File: src/rtl/fetch_pkg.sv
// Shared types for the instruction fetch slice: FSM states, queue entry layout, default sizes.
package fetch_pkg;

  localparam int DEFAULT_QUEUE_DEPTH = 4;
  localparam int FETCH_ADDR_WIDTH    = 16;

  typedef enum logic [1:0] {
    IDLE = 2'd0,
    OP   = 2'd1,
    ARG  = 2'd2
  } fetch_state_t;

  typedef struct packed {
    logic [15:0]                 opcode;
    logic [15:0]                 arg;
    logic [FETCH_ADDR_WIDTH-1:0] pc;
  } fetch_entry_t;

endpackage

File: src/rtl/fetch_queue.sv
// Circular FIFO of fetched instructions; head is read straight from storage (zero latency).
// A push into a full queue is accepted only alongside a pop; flush beats push and pop.
module fetch_queue
  import fetch_pkg::*;
#(
  parameter int DEPTH = DEFAULT_QUEUE_DEPTH
) (
  input  logic         clk,
  input  logic         rst,
  input  logic         push,
  input  logic         pop,
  input  logic         flush,
  input  fetch_entry_t entry,
  output fetch_entry_t head,
  output logic         full,
  output logic         empty,
  output logic [4:0]   count
);

  localparam int PW = $clog2(DEPTH);

  fetch_entry_t    mem [DEPTH];
  logic [PW-1:0]   head_ptr;
  logic [PW-1:0]   tail_ptr;
  logic            do_push;
  logic            do_pop;

  assign full    = (count == 5'(DEPTH));
  assign empty   = (count == 5'd0);
  assign do_pop  = pop && !empty;
  assign do_push = push && (!full || do_pop);
  assign head    = mem[head_ptr];

  always_ff @(posedge clk) begin
    if (rst) begin
      head_ptr <= '0;
      tail_ptr <= '0;
      count    <= 5'd0;
      for (int i = 0; i < DEPTH; i++) mem[i] <= '0;
    end else if (flush) begin
      head_ptr <= '0;
      tail_ptr <= '0;
      count    <= 5'd0;
    end else begin
      if (do_push) begin
        mem[tail_ptr] <= entry;
        tail_ptr      <= tail_ptr + PW'(1);
      end
      if (do_pop) head_ptr <= head_ptr + PW'(1);
      if (do_push && !do_pop)      count <= count + 5'd1;
      else if (do_pop && !do_push) count <= count - 5'd1;
    end
  end

endmodule

File: src/rtl/instruction_fetch.sv
// Fetches opcode/argument word pairs from blockram into an in-order queue; 2 cycles load-to-valid.
// Stalls in ARG with the address held while the queue is full; pc_load flushes and redirects.
module instruction_fetch
  import fetch_pkg::*;
#(
  parameter int QUEUE_DEPTH = DEFAULT_QUEUE_DEPTH,
  parameter int ADDR_WIDTH  = FETCH_ADDR_WIDTH
) (
  input  logic                  clk,
  input  logic                  rst,
  input  logic                  pc_load,
  input  logic [ADDR_WIDTH-1:0] pc_value,
  output logic [ADDR_WIDTH-1:0] read_address,
  input  logic [15:0]           read_value,
  output logic                  instr_valid,
  output logic [15:0]           instr_opcode,
  output logic [15:0]           instr_arg,
  output logic [ADDR_WIDTH-1:0] instr_pc,
  input  logic                  instr_ready,
  output logic [4:0]            queue_length
);

  fetch_state_t          state;
  logic [ADDR_WIDTH-1:0] pc;
  logic [15:0]           pending_opcode;
  fetch_entry_t          push_entry;
  fetch_entry_t          head;
  logic                  q_full;
  logic                  q_empty;
  logic                  pop;
  logic                  push_ok;
  logic                  push;

  assign pop     = instr_valid && instr_ready;
  assign push_ok = !q_full || pop;
  assign push    = (state == ARG) && push_ok && !pc_load;

  assign push_entry.opcode = pending_opcode;
  assign push_entry.arg    = read_value;
  assign push_entry.pc     = pc;

  fetch_queue #(.DEPTH(QUEUE_DEPTH)) u_queue (
    .clk   (clk),
    .rst   (rst),
    .push  (push),
    .pop   (pop),
    .flush (pc_load),
    .entry (push_entry),
    .head  (head),
    .full  (q_full),
    .empty (q_empty),
    .count (queue_length)
  );

  assign instr_valid  = !q_empty;
  assign instr_opcode = head.opcode;
  assign instr_arg    = head.arg;
  assign instr_pc     = head.pc;

  always_ff @(posedge clk) begin
    if (rst) begin
      state          <= IDLE;
      pc             <= '0;
      read_address   <= '0;
      pending_opcode <= 16'd0;
    end else if (pc_load) begin
      pc           <= pc_value;
      read_address <= pc_value;
      state        <= OP;
    end else begin
      case (state)
        OP: begin
          pending_opcode <= read_value;
          read_address   <= pc + ADDR_WIDTH'(1);
          state          <= ARG;
        end
        ARG: begin
          // Without room the address stays put so the argument is re-read on resume.
          if (push_ok) begin
            pc           <= pc + ADDR_WIDTH'(2);
            read_address <= pc + ADDR_WIDTH'(2);
            state        <= OP;
          end
        end
        default: state <= IDLE;
      endcase
    end
  end

endmodule

File: config.mk
export PLATFORM = sky130hd
export DESIGN_NAME = instruction_fetch
export DESIGN_NICKNAME = d
export VERILOG_FILES = /design/src/rtl/fetch_pkg.sv /design/src/rtl/fetch_queue.sv /design/src/rtl/instruction_fetch.sv
export SDC_FILE = /design/constraint.sdc
export NUM_CORES = 1
export LEC_CHECK = 0
export BUFFER_PORTS_ARGS = -buffer_cell sky130_fd_sc_hd__clkbuf_2
export CORE_MARGIN = 1.5
export CORE_UTILIZATION = 55
export DETAILED_ROUTE_END_ITERATION = 16
export PLACE_DENSITY = 0.85
export SETUP_SLACK_MARGIN = 0.15
export SLEW_MARGIN = 20
export SYNTH_ARGS = -nofsm -noshare
export SYNTH_HDL_FRONTEND = slang
export SYNTH_HIERARCHICAL = 1
export SYNTH_SLANG_ARGS = --single-unit
File: constraint.sdc
create_clock -name clk -period 9.6 [get_ports clk]
set_clock_uncertainty 0.1 [all_clocks]
set_input_delay 1.92 -clock clk [delete_from_list [all_inputs] [get_ports clk]]
set_output_delay 1.92 -clock clk [all_outputs]
set_load 0.01 [all_outputs]
==> impl_metrics.prom <==
# TYPE chip_impl_metric gauge
chip_impl_info{name="grt_setup_unrepaired",value="no"} 1
chip_impl_metric{name="drv_slew",unit=""} 0
chip_impl_metric{name="cts_setup_buffers",unit=""} 0
chip_impl_metric{name="globalRouteOverflowTotal",unit=""} 0
chip_impl_metric{name="cts_made_buffers",unit=""} 26
chip_impl_metric{name="clk_transition_reported_paths",unit="ns"} 0.06
chip_impl_metric{name="grt_antenna_before_repair",unit=""} 0
chip_impl_metric{name="ys_async_sr_fraction",unit="%"} 0
chip_impl_metric{name="postSynthNetCount",unit=""} 938
chip_impl_metric{name="post_cts.resized_instances",unit=""} 0
chip_impl_info{name="critical_path.slowest_cell",value="a21oi_2"} 1
chip_impl_metric{name="final_hold_viol_count",unit=""} 0
chip_impl_metric{name="globalplace.congestion",unit=""} 0.917
chip_impl_info{name="netlist_top_cells_area",value="edfxtp_1 49%, dfxtp_1 10%, and2_1 9.2%, mux4_2 9.2%, nand2_1 1.8%"} 1
chip_impl_metric{name="wl",unit="um"} 26500
chip_impl_info{name="end_kind",value="flip-flop"} 1
chip_impl_metric{name="synth-seq-area-share",unit="%"} 59.3
chip_impl_info{name="leading_register_cell_type_out_of_synthesis",value="edfxtp_1"} 1
chip_impl_metric{name="filler_cell_count_in_the_final_layout",unit=""} 1551
chip_impl_metric{name="clock_sink_count",unit=""} 253
chip_impl_metric{name="clock_insertion_delay_worst_skew",unit="ns"} 0.52
chip_impl_info{name="critPathMostFrequentCell",value="ha_1"} 1
chip_impl_metric{name="worst_pin_slew",unit="ns"} 0.998
chip_impl_metric{name="floorplan.die.width",unit="um"} 149
chip_impl_metric{name="clock_tree.buffer_depth",unit=""} 3
chip_impl_info{name="crit_path_cell_trace",value="clkbuf_2 -> buf_4 -> nand2b_1 -> a21oi_2 -> nor2b_1 -> ha_1 -> inv_1 -> ha_1 -> nand3b_1 -> a211o_1 -> a211oi_1 -> a31o_2"} 1
chip_impl_metric{name="final-instance-count-excl-fill",unit=""} 1273
chip_impl_info{name="post-synth-top-area-cell",value="edfxtp_1"} 1
chip_impl_metric{name="design.die.area",unit="um2"} 22300
chip_impl_info{name="hold_start",value="read_address[1]"} 1
chip_impl_metric{name="report.final.setup_viol",unit=""} 0
chip_impl_metric{name="vias_in_the_first_global_route",unit=""} 7534
chip_impl_metric{name="dp_hpwl",unit="um"} 16100
chip_impl_metric{name="grt_usage",unit="%"} 24.0
chip_impl_metric{name="worst-r2r-setup-slack",unit="ns"} 5.95
chip_impl_metric{name="period_needed",unit="ns"} 4.38
chip_impl_metric{name="synth_seq_cells",unit=""} 253
chip_impl_info{name="cts_tree",value="done"} 1
chip_impl_metric{name="drt.antenna.violating_nets",unit=""} 0
chip_impl_metric{name="vias",unit=""} 7517
chip_impl_metric{name="syn-mean-instance-area",unit="um2"} 13.2
chip_impl_metric{name="fp.dieH",unit="um"} 149
chip_impl_metric{name="max_cap_violations",unit=""} 0
chip_impl_metric{name="ff2ff_path_depth",unit=""} 12
chip_impl_metric{name="detailroute.wirelength.met3",unit="um"} 1680
chip_impl_metric{name="floorplan.initialDensity",unit="%"} 56.1
chip_impl_metric{name="buffer_ports.inserted",unit=""} 105
chip_impl_metric{name="cp.required",unit="ns"} 9.97
chip_impl_info{name="start_kind",value="input port"} 1
chip_impl_metric{name="post_synth_inst_count",unit=""} 894
chip_impl_metric{name="cts_hold_buf",unit=""} 0
chip_impl_metric{name="vdd_ir_drop_max",unit="uV"} 117
chip_impl_metric{name="max-slew-margin-rel",unit="%"} 33.5
chip_impl_metric{name="signal_arrival_time_at_the_worst_endpoint",unit="ns"} 4.75
chip_impl_metric{name="multi_input_area",unit="um2"} 4440
chip_impl_metric{name="seqCellArea",unit="um2"} 6990
chip_impl_metric{name="timing.critical_path.slowest_cell_delay",unit="ns"} 0.46
chip_impl_info{name="ctsRootBufferMaster",value="clkbuf_16"} 1
chip_impl_metric{name="layout.nets",unit=""} 1022
chip_impl_info{name="capture_point_of_the_worst_reg_to_reg_path",value="u_queue/count[4]"} 1
chip_impl_metric{name="worst-path-max-fanout",unit=""} 61
chip_impl_metric{name="fin_hold_ws",unit="ns"} 0.360
chip_impl_metric{name="worstHoldPathCells",unit=""} 2
chip_impl_info{name="critPathKind",value="in -> reg"} 1
chip_impl_metric{name="tns",unit="ns"} 0
chip_impl_metric{name="post_route_cells_drive_above_1_share",unit="%"} 26.0
chip_impl_metric{name="synthesis.yosys.warnings",unit=""} 6
chip_impl_metric{name="viasPerCell",unit=""} 5.90
chip_impl_info{name="hold_path_end",value="read_address[1]"} 1
chip_impl_metric{name="fmax",unit="MHz"} 228
chip_impl_metric{name="synth_top_area_share",unit="%"} 48.9
chip_impl_metric{name="layout-area-overhead-vs-synth",unit="%"} 13.3
chip_impl_info{name="hold_path_class",value="reg -> reg"} 1
chip_impl_metric{name="leak_pwr",unit="uW"} 0.00503
chip_impl_metric{name="ys_types",unit=""} 78
chip_impl_info{name="outcome",value="finished, final reports clean"} 1
chip_impl_info{name="highest-signal-layer",value="met4"} 1
chip_impl_metric{name="drcViolationCount",unit=""} 0
chip_impl_metric{name="dp.cells",unit=""} 1225
chip_impl_metric{name="wl_met2",unit="um"} 13700
chip_impl_metric{name="synth_area",unit="um2"} 11800
chip_impl_metric{name="design.portCount",unit=""} 106
chip_impl_metric{name="drt-pass1-iter-count",unit=""} 5
chip_impl_metric{name="htree_num_levels",unit=""} 1
chip_impl_metric{name="violation_count_after_the_first_detailed_routing_iteration",unit=""} 689
chip_impl_metric{name="routedWlPerCell",unit="um"} 20.8
chip_impl_metric{name="share_of_the_clock_period_used_by_the_worst_path",unit="%"} 45.7
chip_impl_metric{name="floorplan.rows",unit=""} 53
chip_impl_metric{name="grt_max_degree",unit=""} 62
chip_impl_info{name="critical_path.reg2reg.startpoint",value="u_queue/count[4]"} 1
chip_impl_metric{name="ant_diodes",unit=""} 0
chip_impl_metric{name="wirelength_met1",unit="um"} 10500
chip_impl_metric{name="fp.coreArea",unit="um2"} 21000
chip_impl_metric{name="synth_edf_count",unit=""} 192
chip_impl_metric{name="power.density_cell_area",unit="nW/um2"} 182
chip_impl_metric{name="first_pass_grt_wire_length",unit="um"} 41300
==> metal layers <==
| layer | track usage [%] | up-vias |
|---|---|---|
| met5 | 0 | - |
| met4 | 6.24 | 0 |
| met3 | 2.56 | 59 |
| met2 | 42.1 | 310 |
| met1 | 31.9 | 3737 |
| li1 | - | 3411 |
==> final cells by class <==
cell class | instances | share of cell area (%)
sequential | 253 | 52.3
timing repair buffer | 116 | 4.55
tap | 275 | 2.58
multi-input combinational | 564 | 33.3
clock buffer | 32 | 5.27
inverter | 17 | 0.478
clock inverter | 16 | 1.53
==> report_power, final <==
part | switching [uW] | internal, uW | leakage [uW]
registers | 30.7 | 1210 | 0.00248
logic | 79.1 | 49.1 | 0.00210
clock network | 409 | 654 | 0.000448
==> cells by family after synthesis <==
kind of cell	Yosys count	share of synthesized area [%]
flip-flops	253	59.3
AO/OA/AOI/OAI	100	5.97
buffers and inverters	77	3.19
XOR/XNOR	34	2.53
AND/OR/NAND/NOR	370	18.6
multiplexers	52	9.51
adder cells (fa/ha/maj)	8	0.913
==> per-stage QoR <==
| stage | total power, uW | utilization, % | worst slack [ns] | instance area [um2] |
|---|---|---|---|---|
| final | 2440 | 63.5 | 5.22 | 13400 |
| after global routing | 2500 | 63.5 | 5.03 | 13400 |
| after CTS | 2450 | 63.5 | 5.14 | 13400 |
| after detailed placement | 1400 | 59.2 | 4.83 | 12400 |
| after global placement | 1390 | 59.2 | 4.93 | 12400 |
| after floorplan | 1340 | - | 5.47 | 11800 |
==> worst max-delay path by stage <==
| stage | startpoint | end | slack, ns |
|---|---|---|---|
| after global routing | pc_load | u_queue/count[4] | 5.03 |
| after detailed placement | pc_load | u_queue/count[4] | 4.83 |
| after floorplan | pc_load | u_queue/mem[0][0] | 5.47 |
| after CTS | flip-flop | instr_pc[2] | 5.14 |
| final | pc_load | u_queue/count[4] | 5.22 |
| after global placement | pc_load | u_queue/mem[2][44] | 4.93 |
==> cells in the final DEF, fill, tap and decap left out, drive strengths merged, types with 3 or more instances in the layout <==
cell	instances
and2	193
edfxtp	192
clkbuf	137
dfxtp	61
nand2	57
mux4	48
nor2	44
a21oi	38
xnor2	18
inv	17
xor2	16
nor3	15
a211oi	13
buf	11
nand4	10
clkinv	10
o21a	9
nand3	9
nand2b	9
o21ai	8
ha	7
nor4	6
bufinv	5
or2	5
nor2b	4
mux2i	4
and3	3
o211ai	3
a31o	3
and4	3
==> critical path, delay by kind of cell <==
family                     cells  cell delay, ns
adders and majority gates      2            0.61
buffers and inverters          3            0.51
and+or+nand+nor                3            0.62
AOI/OAI and AO/OA              4            1.09
==> synth_stat cells, types with 3 or more instances <==
master / number
a211oi_1: 13
a21oi_1: 36
a31o_2: 3
and2_1: 173
and2_4: 20
and3_1: 3
buf_1: 3
buf_2: 12
buf_4: 6
buf_6: 3
clkbuf_1: 30
clkbuf_2: 4
dfxtp_1: 61
edfxtp_1: 192
ha_1: 7
inv_1: 17
mux2i_1: 4
mux4_2: 48
nand2_1: 56
nand2b_1: 7
nand3_1: 8
nand4_1: 8
nor2_1: 43
nor2b_1: 4
nor3_1: 11
nor3_2: 4
nor4_1: 4
o211ai_1: 3
o21a_1: 9
o21ai_0: 7
or2_1: 3
xnor2_1: 18
xor2_1: 16
==> sequential cells by signal, indices dropped and copies added, names as in the netlist, named ones only <==
name and flops:
pc 16, u_queue/mem 192, u_queue/head_ptr 2, u_queue/count 5, pending_opcode 16, state 2
u_queue/tail_ptr 2, read_address 16
No activity file was read; power rests on OpenSTA's default activity.
